$ cat config.mk
export PLATFORM = sky130hd
export DESIGN_NAME = db_req_arbiter
export DESIGN_NICKNAME = d
export VERILOG_FILES = /design/src/rtl/db_req_arbiter.sv
export SDC_FILE = /design/constraint.sdc
export NUM_CORES = 1
export LEC_CHECK = 0
export ABC_CLOCK_PERIOD_IN_PS = 4300
export BUFFER_PORTS_ARGS = -buffer_cell sky130_fd_sc_hd__buf_2
export CORE_MARGIN = 2
export CORE_UTILIZATION = 25
export DETAILED_ROUTE_END_ITERATION = 10
export PLACE_DENSITY = 0.47
export SETUP_SLACK_MARGIN = 0.2
export SYNTH_ARGS = -nofsm -noshare
export SYNTH_HDL_FRONTEND = slang
export SYNTH_SLANG_ARGS = --single-unit
$ cat constraint.sdc
create_clock -name clk -period 4.3 [get_ports clk]
set_input_delay 0.86 -clock clk [delete_from_list [all_inputs] [get_ports clk]]
set_output_delay 0.86 -clock clk [all_outputs]
set_load 0.01 [all_outputs]
$ cat src/rtl/db_req_arbiter.sv
// Two-port round-robin arbiter in front of the single KVS lookup port.
// One holding register per port; a tag FIFO routes each in-order result back to its issuer.
module db_req_arbiter #(
  parameter int KEY_SIZE  = 96,
  parameter int FLAG_SIZE = 4,
  parameter int MAX_OUT   = 8,
  parameter int OUT_W     = 3
) (
  input  logic                 clk,
  input  logic                 sys_rst_n,
  input  logic [KEY_SIZE-1:0]  p0_key,
  input  logic [FLAG_SIZE-1:0] p0_flag,
  input  logic                 p0_valid,
  output logic                 p0_ready,
  input  logic [KEY_SIZE-1:0]  p1_key,
  input  logic [FLAG_SIZE-1:0] p1_flag,
  input  logic                 p1_valid,
  output logic                 p1_ready,
  output logic                 p0_resp_valid,
  output logic [FLAG_SIZE-1:0] p0_resp_flag,
  output logic                 p1_resp_valid,
  output logic [FLAG_SIZE-1:0] p1_resp_flag,
  output logic [KEY_SIZE-1:0]  db_in_key,
  output logic [FLAG_SIZE-1:0] db_in_flag,
  output logic                 db_in_valid,
  input  logic                 db_out_valid,
  input  logic [FLAG_SIZE-1:0] db_out_flag,
  output logic [OUT_W:0]       inflight,
  output logic                 err_orphan
);

  localparam logic [OUT_W:0] MAX_CNT = (OUT_W+1)'(MAX_OUT);

  logic [1:0]           req_valid;
  logic [KEY_SIZE-1:0]  req_key [2];
  logic [FLAG_SIZE-1:0] req_flag [2];

  logic [1:0]           hold_full_q, hold_full_d;
  logic [KEY_SIZE-1:0]  hold_key_q [2];
  logic [KEY_SIZE-1:0]  hold_key_d [2];
  logic [FLAG_SIZE-1:0] hold_flag_q [2];
  logic [FLAG_SIZE-1:0] hold_flag_d [2];
  logic                 rr_last_q, rr_last_d;
  logic [MAX_OUT-1:0]   tag_q, tag_d;
  logic [OUT_W-1:0]     wptr_q, wptr_d, rptr_q, rptr_d;
  logic [OUT_W:0]       inflight_q, inflight_d;
  logic                 err_orphan_q, err_orphan_d;
  logic [KEY_SIZE-1:0]  db_key_q, db_key_d;
  logic [FLAG_SIZE-1:0] db_flag_q, db_flag_d;
  logic                 db_valid_q, db_valid_d;
  logic [1:0]           resp_valid_q, resp_valid_d;
  logic [FLAG_SIZE-1:0] resp_flag_q [2];
  logic [FLAG_SIZE-1:0] resp_flag_d [2];

  logic issue, pop, winner, pop_tag;

  assign req_valid   = {p1_valid, p0_valid};
  assign req_key[0]  = p0_key;
  assign req_key[1]  = p1_key;
  assign req_flag[0] = p0_flag;
  assign req_flag[1] = p1_flag;

  // Occupancy seen by issue is the registered value, so a same-cycle pop never frees a slot.
  always_comb begin
    issue   = (hold_full_q != 2'b00) && (inflight_q < MAX_CNT);
    winner  = (hold_full_q == 2'b11) ? ~rr_last_q : hold_full_q[1];
    pop     = db_out_valid && (inflight_q != '0);
    pop_tag = tag_q[rptr_q];
  end

  always_comb begin
    hold_full_d  = hold_full_q;
    hold_key_d   = hold_key_q;
    hold_flag_d  = hold_flag_q;
    rr_last_d    = rr_last_q;
    tag_d        = tag_q;
    wptr_d       = wptr_q;
    rptr_d       = rptr_q;
    inflight_d   = inflight_q;
    db_key_d     = db_key_q;
    db_flag_d    = db_flag_q;
    db_valid_d   = issue;
    resp_valid_d = 2'b00;
    resp_flag_d  = resp_flag_q;
    err_orphan_d = err_orphan_q | (db_out_valid && (inflight_q == '0));

    // Accept only into an empty holding register; issue only drains a full one.
    for (int n = 0; n < 2; n++) begin
      if (req_valid[n] && !hold_full_q[n]) begin
        hold_full_d[n] = 1'b1;
        hold_key_d[n]  = req_key[n];
        hold_flag_d[n] = req_flag[n];
      end
    end

    if (issue) begin
      hold_full_d[winner] = 1'b0;
      db_key_d            = hold_key_q[winner];
      db_flag_d           = hold_flag_q[winner];
      rr_last_d           = winner;
      tag_d[wptr_q]       = winner;
      wptr_d              = wptr_q + 1'b1;
    end

    if (pop) begin
      resp_valid_d[pop_tag] = 1'b1;
      resp_flag_d[pop_tag]  = db_out_flag;
      rptr_d                = rptr_q + 1'b1;
    end

    case ({issue, pop})
      2'b10:   inflight_d = inflight_q + 1'b1;
      2'b01:   inflight_d = inflight_q - 1'b1;
      default: inflight_d = inflight_q;
    endcase
  end

  always_ff @(posedge clk or negedge sys_rst_n) begin
    if (!sys_rst_n) begin
      hold_full_q  <= 2'b00;
      hold_key_q   <= '{default: '0};
      hold_flag_q  <= '{default: '0};
      rr_last_q    <= 1'b1;
      tag_q        <= '0;
      wptr_q       <= '0;
      rptr_q       <= '0;
      inflight_q   <= '0;
      err_orphan_q <= 1'b0;
      db_key_q     <= '0;
      db_flag_q    <= '0;
      db_valid_q   <= 1'b0;
      resp_valid_q <= 2'b00;
      resp_flag_q  <= '{default: '0};
    end else begin
      hold_full_q  <= hold_full_d;
      hold_key_q   <= hold_key_d;
      hold_flag_q  <= hold_flag_d;
      rr_last_q    <= rr_last_d;
      tag_q        <= tag_d;
      wptr_q       <= wptr_d;
      rptr_q       <= rptr_d;
      inflight_q   <= inflight_d;
      err_orphan_q <= err_orphan_d;
      db_key_q     <= db_key_d;
      db_flag_q    <= db_flag_d;
      db_valid_q   <= db_valid_d;
      resp_valid_q <= resp_valid_d;
      resp_flag_q  <= resp_flag_d;
    end
  end

  assign p0_ready      = sys_rst_n & ~hold_full_q[0];
  assign p1_ready      = sys_rst_n & ~hold_full_q[1];
  assign p0_resp_valid = resp_valid_q[0];
  assign p1_resp_valid = resp_valid_q[1];
  assign p0_resp_flag  = resp_flag_q[0];
  assign p1_resp_flag  = resp_flag_q[1];
  assign db_in_key     = db_key_q;
  assign db_in_flag    = db_flag_q;
  assign db_in_valid   = db_valid_q;
  assign inflight      = inflight_q;
  assign err_orphan    = err_orphan_q;

endmodule
Word-level counts from Yosys, hierarchy flattened. Index checks and enable logic that the tools add are counted.

Add/subtract/negate cells: 4. Magnitude comparators: 11. Equal/unequal tests: 3. Mux-type cells: 24. Bitwise logic cells: 10. Reduce and logical (&&, ||, !) cells: 15.

Operators with widths (count): 96-bit 2-to-1 mux (3); 8-bit bitwise mux (2); 4-bit 2-to-1 mux (4); 1-bit logical AND (9); 3-bit by 4-bit less-than comparator with 1-bit output (second input constant) (2); 4-bit one-hot mux with 2 select lines (1); 1-bit 2-to-1 mux (7); 3-bit by 1-bit adder with 3-bit output (second input constant) (2); 4-bit by 1-bit adder with 4-bit output (second input constant) (1); 4-bit demux with 1-bit select (1); 2-bit equality test (second input constant) (2); 2-bit >= comparator (second input constant) (2); 4-bit logical NOT (1); 1-bit by 2-bit less-than comparator with 1-bit output (second input constant) (2); 4-bit less-than comparator (second input constant) (1); 2-bit 2-to-1 mux (2); 1-bit NOT with 2-bit output (2); 2-bit nonzero test (2); 4-bit nonzero test (1); 4-bit by 1-bit subtractor with 4-bit output (second input constant) (1); 1-bit binary-select mux with 3-bit select (1); 1-bit demux with 3-bit select (1); 3-bit by 1-bit >= comparator with 1-bit output (second input constant) (1); 1-bit NOT (3); other kinds (9) (13).

Flip-flop bits (word level): 333. Input bits: 209. Word-level logic and storage cells: 84.

Longest topological paths before layout. Gate-level depths: netlist (run 1).

Word-level depth: 9. Gate-level depth with buffers: 12.

Worst setup path before layout (run 1). No wires, ideal clock.

Path type: reg-to-reg. Start point: register inflight_q[1], in the netlist inflight[1]. End point: register inflight_q[2], in the netlist inflight[2]. Setup time: 0.129 ns. Arrival time: 2.591 ns. Data required time: 4.171 ns. Path slack: 1.580 ns. Cell stages (with the launch flop): 13. Path buffers: 2. Clock period less this slack: 2.720 ns. Cells stage by stage: dfrtp_1 > buf_2 > nor4_2 > nand2b_2 > inv_2 > ha_1 > clkbuf_1 > xor2_1 > ha_1 > or4b_1 > o21ai_0 > nor3_1 > xnor2_1.

Cells in the longest elaborated chain, start to end: 4. Elaborated cells on any way between the ends: 10.

Ends and longest elaborated chain: from (decl) (line 46) `logic [OUT_W:0] inflight_q, inflight_d;`; from (signal assigned) (line 142) `inflight_q <= inflight_d;`; 4-bit less-than comparator or 4-bit nonzero test (tied branches) (line 65, 67); 1-bit logical AND, on equally long branches (line 65, 67); 2-bit by 1-bit equality test with 1-bit output or 2-bit equality test (tied branches) (line 111) `case ({issue, pop})`; 4-bit one-hot mux with 2 select lines or 2-bit nonzero test (tied branches).

Several ways; a longest one is shown, not always the timed one. A chain may end at the register's enable or synchronous reset.

Worst setup path after layout (run 1). Ends and elaborated chain as after synthesis.

==> results of run 1 <==
## final cells by class
class	count	share of cell area, %
multi-input cells	391	24.2
clock buffers	61	7.33
repair buffers	338	10.5
inverters	102	2.29
clock inverters	9	0.480
diodes	5	0.0750
flip-flops and latches	333	49.9
well taps	680	5.10
## where the power goes
| part | switching [mW] | internal (mW) | total, mW |
|---|---|---|---|
| logic | 2.65 | 2.43 | 5.08 |
| clock network | 1.32 | 2.02 | 3.34 |
| registers | 0.909 | 4.79 | 5.70 |
## final timing paths
kind / endpoint / cells past startpoint
max: inflight[2] / 10
min: resp_valid_q[0] / 1
max reg2reg: inflight[2] / 10
min reg2reg: db_in_key[21] / 2
max in group asynchronous: hold_key_q[130] / 2
min in group clk: db_in_key[21] / 2
## worst max-delay path, delay by kind of cell, from the launching register on
family / cells / cell delay (ns)
AO/OA/AOI/OAI: 1 / 0.09
XOR/XNOR: 2 / 0.32
adder cells (fa/ha/maj): 2 / 0.52
buffers and inverters: 1 / 0.08
flip-flops: 1 / 0.47
AND/OR/NAND/NOR: 4 / 1.14
## synthesized netlist by cell type, drive strengths merged, types with 3 or more instances
cell type / n
ha: 4
a21o: 3
clkbuf: 17
nand2: 9
mux2i: 4
mux2: 217
nor2: 8
inv: 102
a222oi: 98
buf: 46
nor2b: 6
dfrtp: 332
xnor2: 6
## flip-flops by register name, summed over array words and instances (netlist names)
signal,count
db_in_valid,1
rr_last_q,1
err_orphan,1
inflight,4
db_in_key,96
wptr_q,3
p1_resp_flag,4
db_in_flag,4
p0_resp_flag,4
hold_flag_q,8
rptr_q,3
resp_valid_q,2
hold_full_q,2
tag_q,8
hold_key_q,192
## metal layers
metal  GRT usage [%]  wire, microns  vias up
met3            4.64           3140       56
met4            4.06            699       14
met2            21.2          17100      282
met5               0             86        -
met1            15.7          14500     4406
li1                -              -     3899
## per-stage QoR
step,utilization [%],cells,power (mW),hold WS (ns)
floorplan,-,889,9.23,0.452
global placement,29.8,1844,10.8,0.458
detailed placement,29.8,1844,11.0,0.468
CTS,32.4,1914,14.4,0.212
global route,32.4,1919,15.2,0.232
finish,32.4,1919,14.1,0.236
## logic make-up (layout without fill, tap and decap cells)
group | Yosys count | in the layout | synth area share [%]
buffers and inverters | 165 | 510 | 5.69
adder cells (fa/ha/maj) | 4 | 4 | 0.382
AO/OA/AOI/OAI | 115 | 115 | 8.74
AND/OR/NAND/NOR | 44 | 44 | 2.11
XOR/XNOR | 7 | 7 | 0.468
flip-flops | 333 | 333 | 63.6
other | 0 | 5 | 0
multiplexers | 221 | 221 | 19.0
==> results_dict.tcl, run 1 <==
set metrics [dict create \
    tightest_slew_ns 1.09 \
    grt_pass1_vias 9278 \
    cts_buffer_depth 3 \
    maxCapViolCount 0 \
    routedWlPerCell_microns 18.5 \
    fillers 5283 \
    max_slew_margin_pct 27.4 \
    synth_flop_cell "dfrtp_1" \
    yosysTopAreaCellShare_pct 63.4 \
    drive_gt1_share_pct 50.6 \
    vdd_drop_max_mv 0.622 \
    crit_fanout 9 \
    postCtsSetupBuffers 0 \
    arrival_ns 3.15 \
    cp-start-kind "flip-flop" \
    outcome "completed" \
    dp_hpwl_microns 22300 \
    first_pass_iters 6 \
    routed_wl_microns 35500 \
    h-tree-depth 2 \
    syn-num-nets 1102 \
    r2r-start "inflight[1]" \
    dp_slack_ns 1.44 \
    final_nets 1420 \
    synth_edf_count 0 \
    synth.distinct_cells 46 \
    vias 8657 \
    multi_input_area_sq_mm 0.00405 \
    fmax_mhz 365 \
    setup_ws_ns 1.56 \
    grt_antenna_before_repair 12 \
    max_stage_delay_ns 0.50 \
    yosysWarnings 0 \
    path_class "flip-flop to flip-flop" \
    min_period_over_period_pct 63.7 \
    fin_skew_ns 0.0213 \
    ys_ff_latch 333 \
    grt_overflow_total 0 \
    area_growth_pct 27.4 \
    ys_seq_area_share_pct 63.6 \
    cts_tree "yes" \
    powerDensity_mw_per_mm2 846 \
    dpl_cell_area_sq_mm 0.0154 \
    grt_max_degree 168 \
    portBuffers 326 \
    tns_ns 0 \
    place.gp.congestion 0.735 \
    start_util_pct 25.4 \
    hold_viol_final 0 \
    fin_crit_ns 2.74 \
    cp-end-kind "flip-flop" \
    drcViolationCount 0 \
    crit_slowest_cell "or4b_1" \
    avgViaCountPerCell 4.51 \
    ys_top_cells_by_area "dfrtp_1 63%, mux2_2 18%, a222oi_1 7.5%, inv_1 2.9%, buf_2 1.3%" \
    syn_avg_cell_area_sq_um 14.7 \
    cp_data_required_time_ns 4.71 \
    clock-sinks 333 \
    hold_buffers 0 \
    design_area_sq_mm 0.0167 \
    async_reset_ff_share_pct 100 \
    yosysTopAreaCell "dfrtp_1" \
    numCtsBuffers 41 \
    antenna_left 0 \
    slew_viol_final 0 \
    insertion_delay_ns 0.55 \
    cts_root_buffer "clkbuf_16" \
    core_sq_mm 0.0515 \
    crit_chain "nor4_2 -> nand2b_2 -> inv_2 -> ha_1 -> xor2_1 -> ha_1 -> or4b_1 -> o21ai_0 -> nor3_1 -> xnor2_1" \
    design.die.area_sq_mm 0.0542 \
    clk_pin_slew_worst_paths_ns 0.05 \
    rows 83 \
    postCtsResizedCells 0 \
    die_x_microns 233 \
    track_usage_pct 12.9 \
    die_height_microns 233 \
    p_leak_nw 7.90 \
    setup_viol 0 \
    final_cell_mix "332 x dfrtp_1, 325 x buf_2, 213 x mux2_2" \
    layout_commonest_cell "dfrtp_1" \
    seqCellArea_sq_mm 0.00833 \
    drtIter0Drc 708 \
    syn-instance-count 889 \
    hp-class "input pin to asynchronous set/reset pin" \
    startpoint "inflight[1]" \
    syn_area_sq_mm 0.0131 \
    crit_top_cell "ha_1" \
    rsz0062_at_grt "no" \
    reg2reg_slack_ns 1.56 \
    io_pins 327 \
    grt_first_pass_wirelength_microns 54200 \
]
(Power assumes the default switching activity.)
==> inputs of run 2 (changes only) <==
ABC_CLOCK_PERIOD_IN_PS = 2370   (was 4300)
PLACE_DENSITY = 0.48   (was 0.47)
clock period = 2.37 ns   (was 4.3 ns; I/O delays follow)
==> run 2 against run 1 <==
Net effect:
- critical path depth unchanged
- clock power up 94%
- non-clock buffer count increased by 18
- power is 88% higher
- global-route usage up 0.11 points
- largest cell class unchanged
- clock skew fell by 0.010 ns
- critical endpoint unchanged
- sequential power rose by 81%
- sequential share of layout area shrank 1.2 points
- setup slack worse by 1.5 ns
- design area up 2.6%
- maximum frequency grew 17%
- combinational power increased by 93%
==> results_dict.tcl, run 2 (synthesis results as in run 1) <==
set metrics [dict create \
    cts_root_buffer "clkbuf_16" \
    power.internal_mw 17.6 \
    clock-sinks 333 \
    hold_viol_final 0 \
    tns_ns 0 \
    routed_wl_microns 35400 \
    core_sq_mm 0.0515 \
    clkPwrFrac_pct 24.4 \
    io_pins 327 \
    hp-class "input pin to flip-flop" \
    fin_crit_ns 2.34 \
    arrival_ns 2.76 \
    fillers 5219 \
    crit_fanout 3 \
    seqCellArea_sq_mm 0.00834 \
    dpl_cell_area_sq_mm 0.0156 \
    place.gp.congestion 0.723 \
    insertion_delay_ns 0.54 \
    r2r-start "inflight[2]" \
    largest_reg_flops 192 \
    powerDensity_mw_per_mm2 1550 \
    vias 8811 \
    design.die.area_sq_mm 0.0542 \
    portBuffers 326 \
    cp-start-kind "flip-flop" \
    sequentialPowerShare_pct 38.7 \
    path_class "flip-flop to flip-flop" \
    grt_antenna_before_repair 17 \
    start_util_pct 25.4 \
    top_register "hold_key_q" \
    layout_commonest_cell "dfrtp_1" \
    reg2reg_slack_ns 0.03 \
    cts_tree "yes" \
    area_growth_pct 30.7 \
    routedWlPerCell_microns 18.2 \
    clk_pin_slew_worst_paths_ns 0.06 \
    drtIter0Drc 674 \
    rsz0062_at_grt "yes" \
    cts_buffer_depth 3 \
    multi_input_area_sq_mm 0.00411 \
    dp_hpwl_microns 22100 \
    grt_first_pass_wirelength_microns 54800 \
    slew_viol_final 0 \
    drive_gt1_share_pct 52.5 \
    grt_max_degree 139 \
    cp-end-kind "flip-flop" \
    track_usage_pct 13.0 \
    r2r_end "inflight[2]" \
    h-tree-depth 2 \
    numCtsBuffers 39 \
    dp_slack_ns 0.0575 \
    fmax_mhz 428 \
    drcViolationCount 0 \
    maxCapViolCount 0 \
    setup_ws_ns 0.0321 \
    combPwrFrac_pct 36.8 \
    r2r_cells 10 \
    outcome "completed" \
    cp-endpoint "inflight[2]" \
    setup_viol 0 \
    cp_data_required_time_ns 2.79 \
    max_slew_margin_pct 32.0 \
    grt_pass1_vias 9443 \
    vdd_drop_max_mv 0.707 \
    die_x_microns 233 \
    min_period_over_period_pct 98.6 \
    die_height_microns 233 \
    first_pass_iters 5 \
    swShare_pct 33.8 \
    p_leak_nw 8.09 \
    fin_skew_ns 0.0111 \
    p_sw_mw 8.97 \
    rows 83 \
    startpoint "inflight[2]" \
    grt_overflow_total 0 \
    final_nets 1436 \
    final_cell_mix "329 x dfrtp_1, 325 x buf_2, 213 x mux2_2" \
    avgViaCountPerCell 4.54 \
    antenna_left 0 \
    design_area_sq_mm 0.0171 \
    tightest_slew_ns 1.02 \
]
[run 2: cell types whose count changed in the layout (fill, tap and decap cells not counted), moves of 2 or more]
cell       change
ha_1           -2
clkbuf_8       +2
dfrtp_2        +3
buf_12         +8
bufinv_16      +5
clkinv_2       +3
buf_4          +7
diode_2        +5
clkbuf_1       -7
clkbuf_16      -2
dfrtp_1        -3
[run 2: power by group through the flow]
stage / sequential [mW] / combinational (mW) / clock (mW)
after CTS: 10.3 / 9.92 / 6.74
after global placement: 10.3 / 9.64 / 0
after global routing: 10.7 / 10.8 / 6.97
after floorplan: 10.5 / 6.35 / 0
after detailed placement: 10.4 / 9.90 / 0
final: 10.3 / 9.79 / 6.48
[run 2: through the flow]
step	hold WS (ns)	cells	utilization, %	total power [mW]
floorplan	0.178	889	-	16.8
global placement	0.341	1857	30.3	19.9
CTS	0.109	1929	33.1	27.0
finish	0.157	1941	33.2	26.6
detailed placement	0.341	1857	30.3	20.3
global route	0.117	1939	33.2	28.5
[run 2: final cells by class]
cell class | instances | area share (%)
inverter | 102 | 2.25
clock inverter | 15 | 1.33
antenna | 10 | 0.146
multi-input combinational | 391 | 24.0
sequential | 333 | 48.7
clock buffer | 54 | 6.86
tap | 680 | 4.97
timing repair buffer | 356 | 11.7
[run 2: what timing repair did]
action | 4_1_cts | 5_1_grt
buffers inserted | 1 | 2
gates resized for setup | 1 | 9
setup endpoints to repair | 1 | 6
endpoints found under the hold margin | 22 | 0
hold buffers | 2 | 0
pin swaps | 2 | 5
[run 2: worst min path at each step]
stage	start	to	slack, ns	cells after the start
floorplan	sys_rst_n	db_in_flag[0]	0.18	0
global placement	sys_rst_n	rptr_q[0]	0.34	1
detailed placement	sys_rst_n	rptr_q[0]	0.34	1
CTS	p1_key[4]	hold_key_q[4]	0.11	2
global route	p1_key[4]	hold_key_q[4]	0.12	2
finish	p1_key[4]	hold_key_q[4]	0.16	2
[run 2: routing by layer]
layer,GRT usage (%),up-vias,part of all wire (%)
li1,-,3952,-
met1,16.5,4512,42
met2,20.3,262,46
met3,4.90,71,8.6
met4,4.52,14,2.6
met5,0,-,0.23
[run 2: worst max-delay path, cell delays in order, from the launching register on]
cell and delay, ns:
dfrtp_2 0.42, nor4_4 0.30, nand2b_4 0.19, inv_4 0.04
ha_4 0.15, xor2_1 0.14, ha_2 0.20, or4b_4 0.51
o21ai_2 0.08, nor3_2 0.05, xnor2_1 0.14
